### src/rtl/rijndael_pkg.sv
// Shared Rijndael datapath constants and byte-addressing helper.
package rijndael_pkg;

    localparam int STATE_W          = 128;
    localparam int SBOX_ROM_LATENCY = 1;

    // LSB offset of byte i within an nbytes-wide state; byte 0 sits at the MSB end.
    function automatic int byte_lsb(input int i, input int nbytes);
        return 8 * (nbytes - 1 - i);
    endfunction

endpackage

### src/rtl/sub_bytes_engine.sv
// Byte-serial SubBytes/InvSubBytes through the shared S-box ROM; done NBYTES+ROM_LATENCY+1 cycles after start.
// No backpressure: start is honoured only in IDLE and ignored (not queued) while busy or in DONE.
module sub_bytes_engine
    import rijndael_pkg::*;
#(
    parameter int NBYTES      = STATE_W / 8,
    parameter int ROM_LATENCY = SBOX_ROM_LATENCY
) (
    input  logic                clock,
    input  logic                reset,
    input  logic                start,
    input  logic                invbytes,
    input  logic [8*NBYTES-1:0] state_in,
    output logic [8*NBYTES-1:0] state_out,
    output logic                busy,
    output logic                done,
    output logic [7:0]          rom_add,
    output logic                rom_en,
    output logic                rom_invbytes,
    input  logic [7:0]          rom_dout
);

    localparam int IW = $clog2(NBYTES);
    localparam int SW = 8 * NBYTES;
    localparam int OW = $clog2(SW);

    typedef enum logic [1:0] {S_IDLE, S_ISSUE, S_DRAIN, S_DONE} fsm_e;

    fsm_e                 state_q, state_d;
    logic [IW-1:0]        idx_q, idx_d;
    logic                 mode_q, mode_d;
    logic [SW-1:0]        data_q, data_d;
    logic [1:0]           drain_q, drain_d;
    logic [ROM_LATENCY-1:0] cap_vld_q;
    logic [IW-1:0]        cap_idx_q [ROM_LATENCY];
    logic [OW-1:0]        rd_lsb, wr_lsb;

    assign rd_lsb       = OW'(byte_lsb(int'(idx_q), NBYTES));
    assign wr_lsb       = OW'(byte_lsb(int'(cap_idx_q[ROM_LATENCY-1]), NBYTES));
    assign state_out    = data_q;
    assign rom_invbytes = mode_q;

    always_comb begin
        state_d = state_q;
        idx_d   = idx_q;
        mode_d  = mode_q;
        data_d  = data_q;
        drain_d = '0;
        rom_en  = 1'b0;
        rom_add = '0;
        busy    = 1'b0;
        done    = 1'b0;

        // A byte is read once at issue and written back only ROM_LATENCY cycles later.
        if (cap_vld_q[ROM_LATENCY-1]) begin
            data_d[wr_lsb +: 8] = rom_dout;
        end

        unique case (state_q)
            S_IDLE: begin
                if (start) begin
                    state_d = S_ISSUE;
                    data_d  = state_in;
                    mode_d  = invbytes;
                    idx_d   = '0;
                end
            end
            S_ISSUE: begin
                busy    = 1'b1;
                rom_en  = 1'b1;
                rom_add = data_q[rd_lsb +: 8];
                idx_d   = idx_q + 1'b1;
                if (idx_q == IW'(NBYTES - 1)) begin
                    state_d = S_DRAIN;
                    idx_d   = '0;
                end
            end
            S_DRAIN: begin
                busy    = 1'b1;
                drain_d = drain_q + 1'b1;
                if (drain_q == 2'(ROM_LATENCY - 1)) begin
                    state_d = S_DONE;
                end
            end
            S_DONE: begin
                done    = 1'b1;
                state_d = S_IDLE;
            end
            default: state_d = S_IDLE;
        endcase
    end

    always_ff @(posedge clock or posedge reset) begin
        if (reset) begin
            state_q <= S_IDLE;
            idx_q   <= '0;
            mode_q  <= 1'b0;
            data_q  <= '0;
            drain_q <= '0;
        end else begin
            state_q <= state_d;
            idx_q   <= idx_d;
            mode_q  <= mode_d;
            data_q  <= data_d;
            drain_q <= drain_d;
        end
    end

    always_ff @(posedge clock or posedge reset) begin
        if (reset) begin
            cap_vld_q <= '0;
            for (int i = 0; i < ROM_LATENCY; i++) begin
                cap_idx_q[i] <= '0;
            end
        end else begin
            cap_vld_q[0] <= (state_q == S_ISSUE);
            cap_idx_q[0] <= idx_q;
            for (int i = 1; i < ROM_LATENCY; i++) begin
                cap_vld_q[i] <= cap_vld_q[i-1];
                cap_idx_q[i] <= cap_idx_q[i-1];
            end
        end
    end

endmodule

### config.mk
export PLATFORM = sky130hd
export DESIGN_NAME = sub_bytes_engine
export DESIGN_NICKNAME = d
export VERILOG_FILES = /design/src/rtl/rijndael_pkg.sv /design/src/rtl/sub_bytes_engine.sv
export SDC_FILE = /design/constraint.sdc
export NUM_CORES = 1
export LEC_CHECK = 0
export ABC_CLOCK_PERIOD_IN_PS = 4500
export CAP_MARGIN = 15
export CORE_MARGIN = 4
export CORE_UTILIZATION = 35
export DETAILED_ROUTE_END_ITERATION = 16
export GPL_TIMING_DRIVEN = 0
export PLACE_DENSITY = 0.73
export SETUP_SLACK_MARGIN = 0.5
export SYNTH_ARGS = -nofsm -noshare
export SYNTH_HDL_FRONTEND = slang
export SYNTH_SLANG_ARGS = --single-unit
### constraint.sdc
create_clock -name clock -period 4.5 [get_ports clock]
set_input_delay 0.9 -clock clock [delete_from_list [all_inputs] [get_ports clock]]
set_output_delay 0.9 -clock clock [all_outputs]
set_load 0.02 [all_outputs]
Word level (Yosys, flattened, before mapping):

Index checks and enable logic that the tools add are counted.

* logic and storage cells: 45
* input port bits: 140
* output and inout port bits: 140
* register bits after elaboration: 142

* shifts and indexed selects: 3
* add/subtract/negate cells: 5
* reductions and logical operators: 7
* eq/ne operators: 7
* multiplexer cells: 16

Operator list (number)
* 2-to-1 mux 128 bit: 3
* bitwise mux 128 bit: 1
* variable shift 8 x 9 -> 128 bit (first input constant): 1
* variable part select 128 x 8 -> 8 bit: 1
* variable part select 8 x 9 -> 128 bit: 1
* negator 7 -> 9 bit: 1
* 2-to-1 mux 2 bit: 4
* 2-to-1 mux 4 bit: 2
* 2-to-1 mux 8 bit: 1
* one-hot mux 2 bit (4 select lines): 1
* one-hot mux 4 bit (2 select lines): 1
* subtractor 4 bit (first input constant): 2
* inequality test 2 bit (second input constant): 3
* adder 4 x 1 -> 4 bit (second input constant): 1
* == test 2 bit (second input constant): 2
* == test 4 bit (second input constant): 1
* zero test 2 bit: 2
* AND reduction 2 bit: 2
* 2-to-1 mux 1 bit: 3
* AND reduction 3 bit: 1
* adder 2 x 1 -> 2 bit (second input constant): 1
* == test 2 x 1 -> 1 bit (second input constant): 1
* nonzero test 2 bit: 1
* OR reduction 2 bit: 1

Longest topological paths before layout:

* depth in word-level cells: 7
* mapped depth: 8
* gate-level depth less buffers: 6

Worst setup path before layout:

No wires, ideal clock.

* path type: reg2out
* from: reg state_q[1]
* to: out rom_add[6]
* arrival time: 1754 ps
* required time: 3600 ps
* path slack: 1846 ps
* stages on the path, launching flop included: 6
* buffers on the path: 1
* cell sequence: dfrtp_1 > inv_1 > ha_1 > nand2_1 > clkbuf_1 > o31ai_1

* word-level cells in the longest chain between the ends: 2

RTL lines
* start: declaration: RTL line sub_bytes_engine.sv:29 `fsm_e state_q, state_d;`
* start signal: assignment: RTL line sub_bytes_engine.sv:101 `state_q <= state_d;`
* == test 2 x 1 -> 1 bit: RTL line sub_bytes_engine.sv:59 `unique case (state_q)`
* 2-to-1 mux 8 bit: RTL line sub_bytes_engine.sv:59
* end: declaration: RTL line sub_bytes_engine.sv:17 `output logic [7:0] rom_add,`

Every way passes these cells.

Worst setup path after layout:

* from: reg idx_q[0]
* to: out rom_add[3]

* word-level cells in the longest chain between the ends: 3

RTL lines
* start: declaration: RTL line sub_bytes_engine.sv:30 `logic [IW-1:0] idx_q, idx_d;`
* start signal: assignment: RTL line sub_bytes_engine.sv:102 `idx_q <= idx_d;`
* subtractor 4 bit: RTL line rijndael_pkg.sv:9 `return 8 * (nbytes - 1 - i);`
* variable part select 128 x 8 -> 8 bit: RTL line sub_bytes_engine.sv:71 `rom_add = data_q[rd_lsb +: 8];`
* 2-to-1 mux 8 bit: RTL line sub_bytes_engine.sv:59

Every way passes these cells.

==> Flow_metrics.wiki <==
{| class="wikitable"
! Metric !! Value
|-
| Outcome || finished clean
|-
| Critical path cell sequence || buf_2 > and2_1 > clkbuf_1 > a221oi_2 > o21ai_0 > nand2_1 > clkdlybuf4s50_1
|-
| First-pass GRT wire length || around 50 mm
|-
| Crit path DAT || between 2 and 3 ns
|-
| Number of port buffers || 279
|-
| Clock Tree Buf Depth || 2
|-
| Number of nets still failing antenna checks after routing || 0
|-
| Worst clock skew on the final layout || ~0.0081 ns
|-
| Relative slew slack || 0.340
|-
| Power density of the placed cells || between 700 and 800 nW/um2
|-
| Drt first-iter violations || between 600 and 700
|-
| Post-synth top area share || 0.449
|-
| Largest net degree at the start of global routing || 42
|-
| Cell taking the most area after synthesis || dfrtp_1
|-
| CP peak stage delay || about 0.65 ns
|-
| Xor and xnor area share after synthesis || 0.00427
|-
| Total CTS buffers || 17
|-
| Level count of the clock H-tree || 4
|-
| Filler-free cell count of the finished design || between 1,000 and 1,500
|-
| Placed wire-length estimate after detailed placement || about 26 mm
|-
| Core Rows || 54
|-
| Fin Setup TNS || 0 ns
|-
| Effective utilization at floorplan || 0.359
|-
| Leakage power || a little under 0.005 uW
|-
| Main combinational cell family by area after synthesis || multiplexers
|-
| Synthesis-to-finish area growth || 49.5%
|-
| Drt via density || roughly 5.7
|-
| Initial antenna violation count || 1
|-
| Simple-Gate Fraction of Synth Area || 0.126
|-
| Placeable core region || approximately 22,000 um2
|-
| Placer congestion estimate || about 0.89
|-
| WP data required || 3.60 ns
|-
| Synth Net Count || ~920
|-
| Total standard cell area after synthesis || slightly below 8000 um2
|-
| Proportion of synthesized area in mux cells || 0.225
|-
| Die extent in y || 158 um
|-
| Post-DR wirelength/cell || approximately 25 um
|-
| IO Count || 280
|-
| Share of synthesized area occupied by flip-flops and latches || 0.449
|-
| Final critical-path share of the clock period || 0.863
|-
| Die footprint || around 25,000 um2
|-
| Share of flip-flops with an asynchronous set or reset || 1.00
|-
| Internal reg-to-reg setup slack || slightly above 2 ns
|-
| Total routed wirelength || ~34 mm
|-
| Gate count after technology mapping || a little under 800
|-
| Crit. End Element || output port
|-
| Clock Sink Count || roughly 140
|-
| Sum of internal, switching and leakage power || 8880 uW
|-
| Mean instance size in the synthesized netlist || 10.2 um2
|-
| Via count of the first global-routing pass || between 7,000 and 8,000
|-
| TritonCTS clock tree || built
|-
| GRT overflow || 0
|-
| Kind of critical path || reg2out
|-
| Reported max-cap violation count || 0
|-
| Detailed-route via count || just under 8,000
|-
| Layout cells sized above 1 || 0.0948
|-
| CTS Root Buffer Type || clkbuf_16
|-
| Worst hold margin || about 0.38 ns
|-
| Pins Over Slew Limit || 0
|-
| Source of the critical timing path || idx_q[0]$_DFFE_PP0P_
|-
| Element type at the critical path start || register
|-
| Unrepaired setup endpoints after global routing || false
|-
| Die W || 158 um
|-
| Max rail drop VDD || around 0.00037 V
|-
| RR Startpoint || state_q[0]$_DFFE_PP0P_
|-
| Transition time at the pin with the least slew margin || between 0.9 and 1 ns
|-
| Post-CTS Resized || 6
|-
| Number of design rule violations left after detail routing || 0
|-
| Min Clock Period, post-route || between 3 and 4 ns
|-
| Highest clock frequency the design can meet || about 260 MHz
|-
| Buffers inserted during post-CTS setup optimization || 0
|-
| Register clock-pin slew on the reported worst setup and hold paths || approximately 0.06 ns
|-
| Utilization of the core after routing || 0.537
|-
| CP max-delay cell || clkdlybuf4s50_1
|-
| Critical path capture point || rom_add[3]
|-
| Maximum net fanout on the critical path || 10
|-
| Share of synthesized cell area in full adder, half adder and majority cells || 0.0111
|-
| Number of flops mapped to enable cells by yosys || 0
|-
| Total of flip-flops plus latches after synthesis || between 100 and 150
|-
| Compound-cell area share of the yosys netlist || 0.146
|-
| Synth unique cells || between 50 and 60
|-
| Final hold violations || 0
|-
| # placed instances || roughly 1,300
|-
| Hold-fix buffers at CTS || 0
|-
| Final setup fails || 0
|-
| Total number of yosys warnings || 0
|-
| GRT Total Usage || 0.267
|-
| Top_reg_cell synth || dfrtp_1
|-
| DRT Pass-1 Iters || 5
|-
| Total Nets Final || 1,222
|-
| Hold/Removal Path Class || reg2reg
|-
| Terminus of the critical flop-to-flop path || state_out[59]$_DFF_PP0_
|-
| Path depth of the worst reg2reg path || 7
|-
| Leading cell types by total area after synthesis || dfrtp_1 45%, mux2i_1 16%, a21oi_1 7.3%
|-
| Clock insertion delay at the later pin of the skew report || about 0.43 ns
|}
routing by layer:
metal	wire length, um	track usage
met5	0	0
met4	1340	0.108
met3	2960	0.0557
met2	16400	0.431
met1	13500	0.353
critical path, delay by kind of cell, from the launching register on:
family                 cells  cell delay [ns]
AO/OA/AOI/OAI              2             0.64
buffers and inverters      3             1.24
flip-flops                 1             0.43
AND/OR/NAND/NOR            2             0.25
synthesized netlist by cell type, types with 3 or more instances:
cell,count
nand3_1,19
a221o_1,3
mux2i_1,126
nand2b_1,5
mux2_2,8
nand2_1,13
o31ai_1,4
nor3b_1,3
o21ai_0,25
mux4_2,19
o221ai_1,4
nor4b_1,3
nor3_4,5
buf_4,6
inv_1,9
dfrtp_1,142
a221oi_1,5
buf_2,8
a31oi_1,19
and2_1,4
a21oi_1,116
nor2b_1,9
nor2_1,132
clkbuf_1,42
a211oi_1,6
ha_1,7
how the worst min path moves through the flow:
stage | end | cells past startpoint | startpoint
floorplan | cap_idx_q[2]$_DFF_PP0_ | 0 | idx_q[2]$_DFFE_PP0P_
global placement | cap_idx_q[2]$_DFF_PP0_ | 0 | idx_q[2]$_DFFE_PP0P_
detailed placement | cap_idx_q[2]$_DFF_PP0_ | 0 | idx_q[2]$_DFFE_PP0P_
CTS | cap_idx_q[2]$_DFF_PP0_ | 0 | idx_q[2]$_DFFE_PP0P_
global route | cap_idx_q[2]$_DFF_PP0_ | 0 | idx_q[2]$_DFFE_PP0P_
finish | cap_idx_q[2]$_DFF_PP0_ | 0 | idx_q[2]$_DFFE_PP0P_
placed cells by master, fill, tap and decap left out, types with 6 or more instances in the layout:
cell type / n
clkdlybuf4s50_1: 276
dfrtp_1: 142
nor2_1: 132
mux2i_1: 126
a21oi_1: 116
clkbuf_1: 42
o21ai_0: 24
mux4_2: 19
nand3_1: 19
a31oi_1: 19
clkbuf_16: 17
nand2_1: 13
nor2b_1: 9
mux2_2: 8
inv_1: 8
buf_2: 7
buf_4: 6
a211oi_1: 6
ha_1: 6
registers in the layout, indices dropped and copies added, names as in the netlist:
| register | count |
|---|---|
| cap_idx_q | 4 |
| cap_vld_q | 1 |
| drain_q | 2 |
| idx_q | 4 |
| rom_invbytes | 1 |
| state_out | 128 |
| state_q | 2 |
through the flow:
stage          setup slack, ns  instance area, um2
6_report                 0.617               11800
5_1_grt                  0.505               11800
4_1_cts                  0.366               11800
3_5_place_dp             0.713               11100
3_3_place_gp             0.421               11100
2_1_floorplan             1.82                7910
final cells by class:
type,instances,area [um2]
clock buffer,20,467
multi-input combinational,563,4080
antenna,2,5.00
sequential,142,3550
clock inverter,11,188
fill,1964,10200
timing repair buffer,282,2860
tap,280,350
buffer,60,287
inverter,9,37.5
where the power goes:
| part | switching, uW | leakage (uW) | total [uW] | internal (uW) |
|---|---|---|---|---|
| sequential | 600 | 0.00159 | 2490 | 1890 |
| clock | 570 | 0.000314 | 1590 | 1020 |
| combinational | 2610 | 0.00291 | 4790 | 2190 |
kinds of logic (layout without fill, tap and decap cells):
| kind of cell | after synthesis | after routing |
|---|---|---|
| compound gates | 194 | 194 |
| xor+xnor | 3 | 3 |
| fa+ha+maj | 7 | 7 |
| buf+inv | 69 | 382 |
| flops | 142 | 142 |
| mux | 153 | 153 |
| other cells | 0 | 2 |
| simple gates | 206 | 206 |
Note: power is estimated with default switching activity, not from simulation.
